### config.mk
export PLATFORM = sky130hd
export DESIGN_NAME = byte_word_packer_flat
export DESIGN_NICKNAME = d
export VERILOG_FILES = /design/src/rtl/byte_word_packer_if.sv /design/src/rtl/byte_word_packer.sv /design/src/flat_wrapper.sv
export SDC_FILE = /design/constraint.sdc
export NUM_CORES = 1
export LEC_CHECK = 0
export BUFFER_PORTS_ARGS = -buffer_cell sky130_fd_sc_hd__buf_2
export CAP_MARGIN = 0
export CORE_ASPECT_RATIO = 1.5
export CORE_MARGIN = 2
export CORE_UTILIZATION = 40
export CTS_BUF_LIST = sky130_fd_sc_hd__clkbuf_2 sky130_fd_sc_hd__clkbuf_4 sky130_fd_sc_hd__clkbuf_8
export DETAILED_ROUTE_END_ITERATION = 10
export SLEW_MARGIN = 20
export SYNTH_ARGS = -nofsm -noshare
export SYNTH_HDL_FRONTEND = slang
export SYNTH_SLANG_ARGS = --single-unit
### constraint.sdc
create_clock -name clk -period 2.2 [get_ports clk]
set_input_delay 0.33 -clock clk [delete_from_list [all_inputs] [get_ports clk]]
set_output_delay 0.33 -clock clk [all_outputs]
set_load 0.05 [all_outputs]
### src/rtl/byte_word_packer_if.sv
// Byte-stream input and packed-word write bus shared by the packer and its environment.
interface byte_word_packer_if #(
  parameter int BYTES_PER_WORD = 20,
  parameter int ADDR_W         = 8
);
  localparam int CNT_W = $clog2(BYTES_PER_WORD + 1);

  logic                        in_valid;
  logic                        in_ready;
  logic [7:0]                  in_data;
  logic                        in_last;
  logic                        wr_en;
  logic [ADDR_W-1:0]           wr_addr;
  logic [8*BYTES_PER_WORD-1:0] wr_data;
  logic [CNT_W-1:0]            wr_bytes;

  modport master (
    output in_valid, in_data, in_last,
    input  in_ready, wr_en, wr_addr, wr_data, wr_bytes
  );

  modport slave (
    input  in_valid, in_data, in_last,
    output in_ready, wr_en, wr_addr, wr_data, wr_bytes
  );
endinterface

### src/rtl/byte_word_packer.sv
// Packs a valid/ready byte stream into BYTES_PER_WORD-wide words written to an
// image buffer at incrementing addresses, with line/frame sync pulses,
// partial-word flush on in_last, wrap/stop addressing and a synchronous clear.
module byte_word_packer #(
  parameter int BYTES_PER_WORD = 20,
  parameter int ADDR_W         = 8,
  parameter int DEPTH          = 256,
  parameter int H_SYNC         = 255,
  parameter int V_SYNC         = 255,
  parameter bit MSB_FIRST      = 1'b0,
  parameter bit WRAP           = 1'b0
) (
  input  logic              clk,
  input  logic              reset,
  input  logic              clear,
  byte_word_packer_if.slave bus,
  output logic              hsync,
  output logic              vsync,
  output logic              done,
  output logic              overflow
);
  localparam int CNT_W   = $clog2(BYTES_PER_WORD + 1);
  localparam int WORD_W  = 8 * BYTES_PER_WORD;
  localparam int LINE_W  = (H_SYNC > 1) ? $clog2(H_SYNC) : 1;
  localparam int FRAME_W = (V_SYNC > 1) ? $clog2(V_SYNC) : 1;

  typedef enum logic [1:0] {ACTIVE, DONE, FULL} state_t;

  state_t             state;
  logic [WORD_W-1:0]  asm_word;
  logic [WORD_W-1:0]  next_word;
  logic [CNT_W-1:0]   byte_cnt;
  logic [CNT_W-1:0]   lane;
  logic [ADDR_W-1:0]  addr;
  logic [LINE_W-1:0]  line_cnt;
  logic [FRAME_W-1:0] frame_cnt;
  logic               accept;
  logic               word_full;
  logic               commit;
  logic               at_end;
  logic               line_end;
  logic               frame_end;

  // Ready is held low while reset is asserted and during a clear cycle.
  assign bus.in_ready = reset && (state == ACTIVE) && !clear;
  assign accept       = bus.in_valid && bus.in_ready;
  assign word_full    = (byte_cnt == CNT_W'(BYTES_PER_WORD - 1));
  assign commit       = accept && (word_full || bus.in_last);
  assign at_end       = (addr == ADDR_W'(DEPTH - 1));
  assign line_end     = (line_cnt == LINE_W'(H_SYNC - 1));
  assign frame_end    = (frame_cnt == FRAME_W'(V_SYNC - 1));

  // Merge the incoming byte into its lane so a committing byte is part of the written word.
  always_comb begin
    lane      = MSB_FIRST ? (CNT_W'(BYTES_PER_WORD - 1) - byte_cnt) : byte_cnt;
    next_word = asm_word;
    for (int i = 0; i < BYTES_PER_WORD; i++) begin
      if (lane == CNT_W'(i)) next_word[8*i +: 8] = bus.in_data;
    end
  end

  // Control FSM with registered write port, sync pulses and status flags.
  always_ff @(posedge clk or negedge reset) begin
    if (!reset) begin
      state        <= ACTIVE;
      asm_word     <= '0;
      byte_cnt     <= '0;
      addr         <= '0;
      line_cnt     <= '0;
      frame_cnt    <= '0;
      bus.wr_en    <= 1'b0;
      bus.wr_addr  <= '0;
      bus.wr_data  <= '0;
      bus.wr_bytes <= '0;
      hsync        <= 1'b0;
      vsync        <= 1'b0;
      done         <= 1'b0;
      overflow     <= 1'b0;
    end else begin
      bus.wr_en <= 1'b0;
      hsync     <= 1'b0;
      vsync     <= 1'b0;
      if (clear) begin
        state     <= ACTIVE;
        asm_word  <= '0;
        byte_cnt  <= '0;
        addr      <= '0;
        line_cnt  <= '0;
        frame_cnt <= '0;
        done      <= 1'b0;
        overflow  <= 1'b0;
      end else if (accept) begin
        if (commit) begin
          bus.wr_en    <= 1'b1;
          bus.wr_addr  <= addr;
          bus.wr_data  <= next_word;
          bus.wr_bytes <= byte_cnt + CNT_W'(1);
          asm_word     <= '0;
          byte_cnt     <= '0;
          if (!at_end) begin
            addr <= addr + ADDR_W'(1);
          end else if (WRAP) begin
            addr <= '0;
          end else begin
            overflow <= 1'b1;
            state    <= FULL;
          end
          // A final byte that also fills the buffer reports DONE rather than FULL.
          if (bus.in_last) begin
            done  <= 1'b1;
            state <= DONE;
          end
        end else begin
          asm_word <= next_word;
          byte_cnt <= byte_cnt + CNT_W'(1);
        end
        if (line_end) begin
          line_cnt <= '0;
          hsync    <= 1'b1;
          if (frame_end) begin
            frame_cnt <= '0;
            vsync     <= 1'b1;
          end else begin
            frame_cnt <= frame_cnt + FRAME_W'(1);
          end
        end else begin
          line_cnt <= line_cnt + LINE_W'(1);
        end
      end
    end
  end
endmodule

### src/flat_wrapper.sv
// flat-port wrapper written by rule: the top's interface ports become plain ports
module byte_word_packer_flat 
#(
  parameter int BYTES_PER_WORD = 20,
  parameter int ADDR_W         = 8,
  parameter int DEPTH          = 256,
  parameter int H_SYNC         = 255,
  parameter int V_SYNC         = 255,
  parameter bit MSB_FIRST      = 1'b0,
  parameter bit WRAP           = 1'b0
)
  (clk, reset, clear, hsync, vsync, done, overflow, bus_in_valid, bus_in_data, bus_in_last, bus_in_ready, bus_wr_en, bus_wr_addr, bus_wr_data, bus_wr_bytes);
  byte_word_packer_if #(.BYTES_PER_WORD(BYTES_PER_WORD), .ADDR_W(ADDR_W)) bus_i ();
  input  logic clk;
  input  logic reset;
  input  logic clear;
  output logic hsync;
  output logic vsync;
  output logic done;
  output logic overflow;
  input wire logic [$bits(bus_i.in_valid)-1:0] bus_in_valid;
  input wire logic [$bits(bus_i.in_data)-1:0] bus_in_data;
  input wire logic [$bits(bus_i.in_last)-1:0] bus_in_last;
  output wire logic [$bits(bus_i.in_ready)-1:0] bus_in_ready;
  output wire logic [$bits(bus_i.wr_en)-1:0] bus_wr_en;
  output wire logic [$bits(bus_i.wr_addr)-1:0] bus_wr_addr;
  output wire logic [$bits(bus_i.wr_data)-1:0] bus_wr_data;
  output wire logic [$bits(bus_i.wr_bytes)-1:0] bus_wr_bytes;
  assign bus_i.in_valid = bus_in_valid;
  assign bus_i.in_data = bus_in_data;
  assign bus_i.in_last = bus_in_last;
  assign bus_in_ready = bus_i.in_ready;
  assign bus_wr_en = bus_i.wr_en;
  assign bus_wr_addr = bus_i.wr_addr;
  assign bus_wr_data = bus_i.wr_data;
  assign bus_wr_bytes = bus_i.wr_bytes;
  byte_word_packer #(.BYTES_PER_WORD(BYTES_PER_WORD), .ADDR_W(ADDR_W), .DEPTH(DEPTH), .H_SYNC(H_SYNC), .V_SYNC(V_SYNC), .MSB_FIRST(MSB_FIRST), .WRAP(WRAP)) u_core (.clk(clk), .reset(reset), .clear(clear), .bus(bus_i), .hsync(hsync), .vsync(vsync), .done(done), .overflow(overflow));
endmodule
# Word-level counts from Yosys, hierarchy flattened
# Cells that the tools add are included.
# W data, S select, Z words.
# totals
register_bits,369
inputBits,13
output_inout_bits,179
word_cells,122
# op_classes
n_addsub,4
eq_ne,23
n_mux,60
bitwise_logic,1
n_reduce_logical,20
# op_table
operator,n
$mux W160,3
$mux W8,31
$eq A5 B4 Y1 const B,8
$add A8 B1 Y8 const B,3
$eq A8 B8 Y1 const B,3
$eq A5 B3 Y1 const B,4
$eq A5 B5 Y1 const B,4
$mux W1,18
$mux W5,3
$reduce_and A3 Y1,5
$eq A5 B2 Y1 const B,2
$mux W2,5
$reduce_bool A2 Y1,5
$add A5 B1 Y5 const B,1
$eq A5 B1 Y1 const B,1
$logic_not A5 Y1,1
$logic_and A1 B1 Y1,4
$reduce_bool A3 Y1,1
$logic_not A2 Y1,1
$ne A2 B2 Y1 const B,1
$reduce_and A2 Y1,1
$logic_not A1 Y1,1
$logic_or A1 B1 Y1,1
$not A1 Y1,1

# Depth between registers and ports, before layout
# Gate-level depths: netlist of the first run.
# depth
depth_word,8
ltp_mapped,9
mapped_depth_nobuf,6

# Least setup slack after synthesis of the first run
# OpenSTA, ideal clock, no wires.
# synth_path
path_type,register to register
start,reg u_core.state[1]
end,reg u_core.asm_word[141]
arrival_time_ns,2.156
t_required_ns,2.134
path_slack_ns,-0.022
stages_incl_launch_ff,6
n_path_buf,1
path_cell_list,dfrtp_1 nor4b_4 nand4_2 buf_6 nor3_4 a22o_1
# synth_between
elab_chain_cells,8
elab_cells_between_ends,9
# synth_lines
item,line,rtl
start: declaration,byte_word_packer.sv:29,state_t state;
start signal: assignment,byte_word_packer.sv:65,state <= ACTIVE;
start signal: assignment,byte_word_packer.sv:84,state <= ACTIVE;
start signal: assignment,byte_word_packer.sv:106,state <= FULL;
$logic_not A2 Y1 *,byte_word_packer.sv:45,assign bus.in_ready = reset && (state == ACTIVE) && !clear;
$logic_and A1 B1 Y1 * (2 in a row),byte_word_packer.sv:45,
named net bus_in_ready,flat_wrapper.sv:24,output wire logic [$bits(bus_i.in_ready)-1:0] bus_in_ready;
$logic_and A1 B1 Y1 *,byte_word_packer.sv:46,assign accept = bus.in_valid && bus.in_ready;
$logic_and A1 B1 Y1,byte_word_packer.sv:48,assign commit = accept && (word_full || bus.in_last);
$mux W160,byte_word_packer.sv:93,if (commit) begin
$mux W160,byte_word_packer.sv:92,end else if (accept) begin
$mux W160,byte_word_packer.sv:83,if (clear) begin
end signal: assignment,byte_word_packer.sv:114,asm_word <= next_word;
end: declaration,byte_word_packer.sv:30,logic [WORD_W-1:0] asm_word;
# Mark *: on every way through the listed nets, which the timed path passes. The rest lies on a longest branch. The select of a mux whose other input is x is not followed.
# A chain may end at the register's enable or synchronous reset.

# Worst setup path after layout of the first run
# layout_path
start,reg u_core.state[1]
end,out bus_in_ready
# layout_between
elab_chain_cells,3
# layout_lines
item,line
$logic_not A2 Y1,byte_word_packer.sv:45
$logic_and A1 B1 Y1 (2 in a row),byte_word_packer.sv:45
end: declaration,flat_wrapper.sv:24
# No other way between the ends.

==> results of run 1 <==
==> where the power goes <==
part | leakage (nW) | total, W | switching (W) | internal, W
logic | 3.42 | 0.00107 | 0.000843 | 0.000230
registers | 5.13 | 0.00697 | 0.0000813 | 0.00689
clock network | 0.628 | 0.00605 | 0.00264 | 0.00341
==> cells in the mapped netlist (3+ instances only) <==
| cell | n | area, um^2 |
|---|---|---|
| a22o_1 | 152 | 1330 |
| nor2_1 | 15 | 56.3 |
| a21o_1 | 3 | 22.5 |
| nor2b_1 | 11 | 68.8 |
| ha_1 | 10 | 125 |
| or3_1 | 8 | 50.1 |
| nand4_1 | 3 | 18.8 |
| dfrtp_1 | 369 | 9230 |
| o21ai_2 | 16 | 140 |
| nor2_2 | 7 | 43.8 |
| nand2_1 | 201 | 754 |
| nor2_4 | 3 | 33.8 |
| inv_1 | 12 | 45.0 |
| buf_2 | 37 | 185 |
| clkbuf_1 | 62 | 233 |
| mux2i_1 | 162 | 1620 |
| nand3_1 | 15 | 75.1 |
| and4_1 | 4 | 35.0 |
| or4_1 | 4 | 30.0 |
| buf_4 | 3 | 22.5 |
| and2_1 | 8 | 50.1 |
| and3_1 | 7 | 43.8 |
| nand2b_1 | 7 | 43.8 |
| nor3_4 | 6 | 97.6 |
| a21oi_1 | 18 | 90.1 |
| and2_0 | 3 | 18.8 |
| o21ai_0 | 181 | 906 |
| o31ai_1 | 5 | 37.5 |
| nor3_1 | 11 | 55.1 |
| or2_2 | 4 | 25.0 |
| buf_1 | 8 | 30.0 |
==> metrics by stage <==
stage	setup slack [ns]	hold WS, ns
global route	0.0162	0.0926
finish	0.0910	0.100
floorplan	-0.0224	0.0344
CTS	0.0364	0.0641
global placement	0.0747	0.160
detailed placement	0.0540	0.163
==> worst min-delay path by stage <==
stage	startpoint	to	slack, ns	depth (start not counted)
5_1_grt	bus_in_last	u_core.state[0]$_DFFE_PN0P_	0.09	3
3_5_place_dp	reset	u_core.addr[6]$_DFFE_PN0P_	0.16	1
3_3_place_gp	reset	u_core.addr[6]$_DFFE_PN0P_	0.16	1
6_report	bus_in_last	u_core.state[0]$_DFFE_PN0P_	0.10	3
2_1_floorplan	reset	u_core.addr[0]$_DFFE_PN0P_	0.03	0
4_1_cts	bus_in_last	u_core.done$_DFFE_PN0P_	0.06	3
==> repair_timing <==
action / 4_1_cts / 5_1_grt
buffers inserted: 1 / 2
setup endpoints to repair: 1 / 197
hold buffers: 1 / 0
cloned: 0 / 0
resized for setup: 1 / 5
hold endpoints to repair: 68 / 0
pin swaps: 1 / 1
==> sequential cells by signal, indices dropped and copies added (netlist names), 2 cells and up <==
name	count
u_core.bus.wr_addr	8
u_core.bus.wr_data	160
u_core.asm_word	160
u_core.state	2
u_core.frame_cnt	8
u_core.line_cnt	8
u_core.addr	8
u_core.byte_cnt	5
u_core.bus.wr_bytes	5
==> critical path, stage by stage (launching register included) <==
cell     delay, ns
dfrtp_2       0.45
nor4b_4       0.34
buf_4         0.20
buf_4         0.20
==> layout make-up <==
type	count	area share (%)
diodes	1	0.0132
clock buffers	82	5.59
clock inverters	10	0.693
inverters	13	0.258
multi-input cells	891	32.3
flip-flops and latches	369	48.7
well taps	500	3.30
repair buffers	260	9.11
==> per-layer routing <==
layer | global-route usage [%] | up-vias | wire, um
met5 | 0 | - | 0
li1 | - | 5356 | -
met2 | 35.1 | 238 | 21100
met4 | 7.78 | 0 | 1480
met1 | 25.7 | 5677 | 17600
met3 | 3.32 | 79 | 1650
==> cells by family after synthesis <==
group,Yosys count,share of synthesized area (%)
adders and majority gates,10,0.792
muxes,164,10.4
AOI/OAI and AO/OA,390,16.8
and+or+nand+nor,324,10.0
buffers and inverters,124,3.36
DFF,369,58.4
xor gates and xnor gates,3,0.166
==> summary.txt, run 1 <==
Run status
  – Status: completed

Global routing
  – Number of global-route vias before repair: 11600
  – Initial antenna violation count: 1
  – Global-route wire length before repair: 66300 um
  – Pin count of the biggest net entering global routing: 140
  – GR Overflow Total: 0
  – GRT Total Usage: 20.3%

Pwr
  – Lkg Pwr: 9.17 nW
  – Total power: 0.0141 W
  – VDD IR max: 0.000454 V
  – Pwr/cell area: 744 nW/um^2

Finish
  – Share of cells above drive strength 1: 24.7%
  – Most frequent cells in the layout: dfrtp_1 (368), nand2_1 (201), buf_2 (189)
  – Filler cells: 3633
  – Post-route cell area: 18900 um^2
  – Synthesis-to-finish area growth: 19.9%
  – Final Non-Filler Cells: 2126
  – Final Core Density: 48.3%
  – Commonest non-fill, non-tap cell in the layout: dfrtp_1
  – Footprint of the multi-input gates: 6120 um^2
  – Storage element area: 9240 um^2
  – Net count, final: 1613

STA
  – Least-Margin Pin Slew: 0.837 ns
  – RSZ-0062 raised after global routing: false
  – Fmax: 474 MHz
  – TNS Setup: 0 ns
  – Fin. Hold Viols: 0
  – Final cycle utilization of the critical path: 95.9%
  – Fin. max-slew vios: 0
  – Rel. slew slack: 44.0%
  – Final Critical Period: 2.11 ns
  – Worst clock skew: 0.0248 ns
  – Finish-stage setup viols: 0

Die
  – Initial Utilization: 40.3%
  – Die Height: 247 um
  – Die X: 166 um
  – CORE AREA: 39200 um^2
  – Rows: 89
  – IO Count: 192
  – Die area: 41100 um^2

Drt
  – DRC viols: 0
  – Router iterations before antenna repair: 5
  – DR vias: 11400
  – Iteration-0 DRC Markers: 557
  – Post-route antenna net violation count: 0
  – WL/cell: 19.7 um
  – Drt via density: 5.34
  – WL final: 41800 um

CTS
  – Clock sinks: 369
  – Max clock buf depth: 3
  – H-tree depth: 2
  – TritonCTS clock tree: done
  – Clock buffer count from CTS: 55
  – Worst-skew pair later-pin latency: 0.61 ns
  – CTS root buf: clkbuf_8
  – Reg clk slew, reported paths: 0.06 ns

Critical path
  – RR Startpoint: u_core.byte_cnt[1]$_DFFE_PN0P_
  – Crit. End Element: output pin
  – Critical path arrival: 1.78 ns
  – R2R cell count: 7
  – WP data required: 1.87 ns
  – Worst r2r dst: u_core.bus.wr_data[126]$_DFFE_PN0P_
  – CP endpoint: bus_in_ready
  – Critical path startpoint: u_core.state[1]$_DFFE_PN0P_
  – CP startpoint kind: flop
  – FF-to-FF setup slack: 0.16 ns
  – Crit-path max FO: 5
  – CP Class: reg2out

Placed design
  – Cell Area, Placed: 17700 um^2
  – Dpl cells: 2029
  – Routability cong.: 0.801
  – Final HPWL DP: 27700 um
  – IO buf count: 191

Synth
  – Yosys reg bits: 369
  – Mapped Area: 15800 um^2
  – Unique masters post-synth: 55
  – Syn Nets: 1407
  – Yosys warnings: 0
  – Ys async rst share: 100%
  – Post-Syn Area per Cell: 11.4 um^2
  – Sequential fraction of the synthesis area: 58.4%
  – Synth Instances: 1384
  – EDFF count, synth: 0
  – Ys flop type: dfrtp_1

Flow run
  – Number of max-cap violations: 0

Worst hold path
  – Hold WC Path Type: in2reg
No activity file was read; power rests on OpenSTA's default activity.
==> inputs of run 2 (changes only) <==
Settings changed: CORE_UTILIZATION 40 to 47, PLACE_DENSITY from default to 0.67, RECOVER_POWER from default to 100, REMOVE_ABC_BUFFERS from default to 1.
==> summary.txt, run 2 (synthesis gave the netlist of run 1 again) <==
Placed design
  – Cell Area, Placed: 17600 um^2 (-0.26%)
  – Final HPWL DP: 26700 um (-3.6%)
  – Dpl cells: 1959 (-3.4%)
  – Routability cong.: 0.815 (+1.7%)
  – IO buf count: 191 (unchanged)

Die
  – Rows: 82 (-7.9%)
  – CORE AREA: 33200 um^2 (-15%)
  – Die X: 154 um (-7.6%)
  – Die area: 35100 um^2 (-15%)
  – Initial Utilization: 47.5% (+7.2 points)
  – Die Height: 229 um (-7.6%)
  – IO Count: 192 (unchanged)

Critical path
  – Worst-path cell chain: nor4b_4 > buf_4 > buf_2
  – R2R cell count: 5 (-2)
  – Critical path arrival: 1.79 ns (about the same)
  – Crit-path max cell delay: 0.45 ns (about the same)
  – RR Startpoint: u_core.state[0]$_DFFE_PN0P_
  – Crit-path max FO: 5 (unchanged)
  – CP top delay family: flip-flops
  – FF-to-FF setup slack: 0.08 ns (-0.08 ns)
  – CP max stage cell: dfrtp_1
  – Crit. End Element: output pin
  – Bufs and invs on worst path: 2 (unchanged)
  – Worst path depth: 3 (unchanged)
  – WP data required: 1.87 ns (about the same)
  – CP startpoint kind: flop
  – CP Class: reg2out
  – Critical path startpoint: u_core.state[1]$_DFFE_PN0P_

Drt
  – Router iterations before antenna repair: 5 (unchanged)
  – WL/cell: 19.5 um (-0.60%)
  – DR vias: 11400 (+0.70%)
  – WL final: 40200 um (-3.8%)
  – Drt via density: 5.55 (+4.0%)
  – DRC viols: 0 (unchanged)
  – Iteration-0 DRC Markers: 562 (+0.90%)
  – Post-route antenna net violation count: 0 (unchanged)

Pwr
  – VDD IR max: 0.000428 V (-5.6%)
  – Lkg Pwr: 8.45 nW (-7.9%)
  – Pwr/cell area: 757 nW/um^2 (+1.7%)

Global routing
  – Met2 Usage GRT: 39.8% (+4.7 points)
  – GR Overflow Total: 0 (unchanged)
  – Number of global-route vias before repair: 11900 (+2.5%)
  – GR met1 Demand/Resource: 29.8% (+4.1 points)
  – Global-route wire length before repair: 65000 um (-2.0%)
  – Initial antenna violation count: 1 (unchanged)
  – Gr busiest metal: met2
  – Met3 GRT Util: 3.01% (-0.30 points)
  – Pin count of the biggest net entering global routing: 161 (+15%)
  – GRT Total Usage: 23.0% (+2.7 points)

STA
  – RSZ-0062 raised after global routing: true
  – Finish-stage setup viols: 0 (unchanged)
  – Fin. max-slew vios: 0 (unchanged)
  – Fmax: 472 MHz (-0.47%)
  – Worst clock skew: 0.0226 ns (-0.00213 ns)
  – Final cycle utilization of the critical path: 96.3% (+0.45 points)
  – Least-Margin Pin Slew: 1.02 ns (+0.187 ns)
  – Rel. slew slack: 31.8% (-12 points)
  – Fin. Hold Viols: 0 (unchanged)
  – Final Critical Period: 2.12 ns (+0.00986 ns)

CTS
  – Max clock buf depth: 3 (unchanged)
  – Worst-skew pair later-pin latency: 0.61 ns (about the same)
  – CTS root buf: clkbuf_8
  – TritonCTS clock tree: done
  – Clock buffer count from CTS: 56 (+1.8%)
  – Clock sinks: 369 (unchanged)
  – H-tree depth: 2 (unchanged)
  – Reg clk slew, reported paths: 0.06 ns (about the same)

Worst hold path
  – Hold WC Path Type: in2reg
  – Hold path startpoint: bus_in_last
  – Hold Path Depth: 3 (unchanged)

Finish
  – Synthesis-to-finish area growth: 18.1%
  – Net count, final: 1622 (+0.56%)
  – Commonest non-fill, non-tap cell in the layout: dfrtp_1
  – Biggest regs: u_core.asm_word x160, u_core.bus.wr_data x160
  – Share of cells above drive strength 1: 14.4% (-10 points)
  – Most frequent cells in the layout: dfrtp_1 (369), nand2_1 (201), clkbuf_1 (182)
  – Final Non-Filler Cells: 2058 (-3.2%)
  – Post-route cell area: 18700 um^2 (-1.5%)

Run status
  – Status: completed

Flow run
  – Number of max-cap violations: 0 (unchanged)
## run 2: cell count changes in the layout (fill, tap and decap cells not counted), sizes merged
cell      delta
clkbuf     +184
buf        -175
clkinv       +3
clkinvlp     +1
inv          -1
## run 2: metal layers
metal	vias to the layer above	share of wire, %
li1	5375	-
met1	5725	42
met2	256	51
met3	73	3.7
met4	0	2.7
met5	-	0
## run 2: final timing paths
check                                               endpoint
setup reg to reg              u_core.asm_word[6]$_DFFE_PN0P_
max in group asynchronous  u_core.bus.wr_data[9]$_DFFE_PN0P_
hold reg to reg            u_core.bus.wr_addr[3]$_DFFE_PN0P_
min in group asynchronous             u_core.vsync$_DFF_PN0_
setup / recovery                                bus_in_ready
hold / removal                   u_core.state[0]$_DFFE_PN0P_
## run 2: per-stage QoR
stage	setup slack [ns]	utilization, %	hold slack (ns)	power, W	TNS (ns)
after detailed placement	0.101	53.1	0.145	0.00816	0
after floorplan	-6.32	-	0.0344	0.00760	-946.79
after global placement	0.140	53.1	0.143	0.00815	0
final	0.0812	56.2	0.0552	0.0141	0
after global routing	-0.0104	56.2	0.0658	0.0147	-0.0533
after CTS	0.0454	56.8	0.0155	0.0143	0
## run 2: power breakdown
group / internal [W] / leakage, nW / switching (W)
Clock: 0.00346 / 0.642 / 0.00266
Sequential: 0.00689 / 5.13 / 0.0000803
Combinational: 0.000213 / 2.68 / 0.000830
## run 2: layout make-up
type	instances	area [um^2]
fillers	2970	14600
flip-flops and latches	369	9230
multi-input cells	891	6120
repair buffers	268	1520
clock buffers	83	1070
well taps	420	526
clock inverters	13	145
inverters	13	48.8
diodes	1	2.50
## run 2: worst min-delay path, delay by kind of cell
family                 cells  cell delay, ns
AND/OR/NAND/NOR            1            0.09
buffers and inverters      1            0.11
AO/OA/AOI/OAI              1            0.08
## run 2: what timing repair did
action                                  in CTS  in global routing
resized for setup                            0                 13
hold endpoints to repair                    21                  0
endpoints found under the setup margin       1                 83
pin swaps                                    1                  3
setup buffers                                1                  0
hold buffers                                 1                  0
==> inputs of run 3 (changes only) <==
Settings changed: CAP_MARGIN 0 to 20, CTS_BUF_LIST sky130_fd_sc_hd__clkbuf_2 sky130_fd_sc_hd__clkbuf_4 sky130_fd_sc_hd__clkbuf_8 to sky130_fd_sc_hd__clkbuf_16, CTS_CLUSTER_DIAMETER from default to 150.
==> summary.txt, run 3 (synthesis gave the netlist of run 1 again) <==
Run status
  – Status: completed

Pwr
  – Lkg Pwr: 8.40 nW (-0.52%)
  – VDD IR max: 0.000515 V (+20%)
  – Pwr/cell area: 753 nW/um^2 (-0.49%)
  – Total power: 0.0140 W (-1.1%)
  – Flop pwr share: 49.8% (+0.5 points)
  – Switching Share: 25.4% (+0.13 points)
  – Switching power: 0.00355 W (-0.55%)
  – Logic pwr share: 7.4% (about the same)
  – Internal Pwr Total: 0.0104 W (-1.2%)
  – Clock share of power: 42.7% (-0.6 points)

STA
  – TNS Setup: 0 ns (unchanged)
  – Finish-stage setup viols: 0 (unchanged)
  – Least-Margin Pin Slew: 1.08 ns (+0.0571 ns)
  – Fin. max-slew vios: 0 (unchanged)
  – Final Critical Period: 2.11 ns (-0.0124 ns)
  – Fmax: 475 MHz (+0.59%)
  – Fin. Hold Viols: 0 (unchanged)
  – Final cycle utilization of the critical path: 95.7% (-0.56 points)
  – RSZ-0062 raised after global routing: true
  – Rel. slew slack: 28.0% (-3.8 points)
  – Worst Setup Slack, final: 0.0935 ns (+0.0124 ns)
  – Worst clock skew: 0.0148 ns (-0.00777 ns)

Finish
  – Most frequent cells in the layout: dfrtp_1 (369), nand2_1 (201), clkbuf_1 (181)
  – Net count, final: 1603 (-1.2%)
  – Share of cells above drive strength 1: 11.8% (-2.6 points)
  – Commonest non-fill, non-tap cell in the layout: dfrtp_1
  – Synthesis-to-finish area growth: 17.5%
  – # diodes: 0 (-1)
  – Biggest regs: u_core.asm_word x160, u_core.bus.wr_data x160

Critical path
  – Critical path arrival: 2.53 ns (+0.74 ns)
  – CP top delay family: buffers and inverters
  – CP max stage cell: o21ai_4
  – Bufs and invs on worst path: 3 (+1)
  – CP startpoint kind: input port
  – Crit-path max cell delay: 0.64 ns (+0.19 ns)
  – WP data required: 2.62 ns (+0.75 ns)
  – Crit. End Element: flop
  – Crit-path max FO: 12 (+7)
  – Worst-path cell chain: dlygate4sd3_1 > buf_8 > nand3b_1 > o21ai_4 > buf_4 > o21ai_2 > a22o_1
  – CP Class: in2reg

Drt
  – DR vias: 11400 (-0.41%)
  – WL/cell: 19.7 um (+0.97%)
  – Post-route antenna net violation count: 0 (unchanged)
  – Router iterations before antenna repair: 5 (unchanged)
  – WL final: 40000 um (-0.50%)
  – Iteration-0 DRC Markers: 610 (+8.5%)
  – Drt via density: 5.61 (+1.1%)
  – DRC viols: 0 (unchanged)

Global routing
  – GRT Total Usage: 22.9% (-0.099 points)
  – Number of global-route vias before repair: 11700 (-0.96%)
  – Pin count of the biggest net entering global routing: 161 (unchanged)
  – Global-route wire length before repair: 64500 um (-0.77%)
  – GR Overflow Total: 0 (unchanged)
  – Initial antenna violation count: 0 (-1)

Die
  – CORE AREA: 33200 um^2 (unchanged)
  – Rows: 82 (unchanged)
  – Die X: 154 um (unchanged)
  – Die area: 35100 um^2 (unchanged)
  – IO Count: 192 (unchanged)
  – Initial Utilization: 47.5% (unchanged)
  – Die Height: 229 um (unchanged)

Worst hold path
  – Hold WC Path Type: in2reg

CTS
  – CTS root buf: clkbuf_16
  – H-tree depth: 2 (unchanged)
  – TritonCTS clock tree: done
  – Clock sinks: 369 (unchanged)
  – Max clock buf depth: 3 (unchanged)
  – Clock buffer count from CTS: 37 (-34%)
  – Reg clk slew, reported paths: 0.06 ns (about the same)
  – Worst-skew pair later-pin latency: 0.54 ns (-0.07 ns)

Placed design
  – Routability cong.: 0.815 (unchanged)
  – Final HPWL DP: 26700 um (unchanged)
  – Post-Place Setup Slack: 0.101 ns (unchanged)
  – IO buf count: 191 (unchanged)

Flow run
  – Number of max-cap violations: 0 (unchanged)
==> run 3: changes by cell type in the layout (fill, tap and decap cells not counted), moves of 2 or more <==
cell       previous run  this run
and2_1                7        10
and2_2                4         1
buf_4                53        55
bufinv_16             3         1
clkbuf_16             0        39
clkbuf_4             11         0
clkbuf_8             72         0
clkinv_1              1         6
inv_1                12        22
o21ai_2              14        16
o21ai_4               3         1
==> run 3: timing repair <==
action / in CTS / in global routing
endpoints found under the setup margin: 1 / 64
endpoints found under the hold margin: 21 / 0
gates resized for setup: 0 / 7
hold buffers: 1 / 0
buffers inserted: 1 / 0
cloned: 0 / 0
pin swaps: 1 / 2
==> run 3: worst register-to-register path, stage by stage (launching register included) <==
cell      delay [ns]
dfrtp_1         0.42
nand3b_1        0.29
o21ai_4         0.64
buf_4           0.28
o21ai_2         0.13
a22o_1          0.21
==> run 3: final cells by class <==
type                            count  area, um^2
Tap cell                          420         526
Clock inverter                     28         156
Timing Repair Buffer              268        1520
Fill cell                        2948       14700
Sequential cell                   369        9230
Inverter                           13        48.8
Clock buffer                       39         976
Multi-Input combinational cell    891        6100
==> run 3: worst paths after layout <==
kind	from	end	slack (ns)	cells after the start
max	reset	u_core.asm_word[124]$_DFFE_PN0P_	0.09	7
min	bus_in_last	u_core.state[0]$_DFFE_PN0P_	0.11	3
max reg2reg	u_core.state[0]$_DFFE_PN0P_	u_core.asm_word[124]$_DFFE_PN0P_	0.11	5
min reg2reg	u_core.bus.wr_addr[3]$_DFFE_PN0P_	u_core.bus.wr_addr[3]$_DFFE_PN0P_	0.47	2
max in group asynchronous	reset	u_core.asm_word[108]$_DFFE_PN0P_	0.49	4
min in group asynchronous	reset	u_core.done$_DFFE_PN0P_	0.19	2
==> run 3: stage by stage <==
step / cell area (um^2) / cells / hold WS (ns) / utilization (%)
2_1_floorplan: 15300 / 1273 / 0.0344 / -
3_3_place_gp: 17600 / 1959 / 0.143 / 53.1
3_5_place_dp: 17600 / 1959 / 0.145 / 53.1
4_1_cts: 18800 / 2028 / 0.0856 / 56.5
5_1_grt: 18600 / 2028 / 0.132 / 55.8
6_report: 18600 / 2028 / 0.111 / 55.8
==> run 3: layer usage <==
metal	wire length (um)	share of wire [%]	GRT usage (%)	up-vias
met4	1280	3.2	8.31	0
met1	17100	43	29.8	5708
met3	1420	3.5	3.19	80
met2	20300	51	39.3	256
li1	-	-	-	5338
met5	0	0	0	-
==> run 3: power by group through the flow <==
stage | Combinational [W] | Sequential, W | Clock (W)
6_report | 0.00104 | 0.00696 | 0.00597
5_1_grt | 0.00114 | 0.00697 | 0.00636
4_1_cts | 0.00108 | 0.00696 | 0.00609
3_5_place_dp | 0.00108 | 0.00709 | 0
3_3_place_gp | 0.00106 | 0.00708 | 0
2_1_floorplan | 0.000248 | 0.00736 | 0
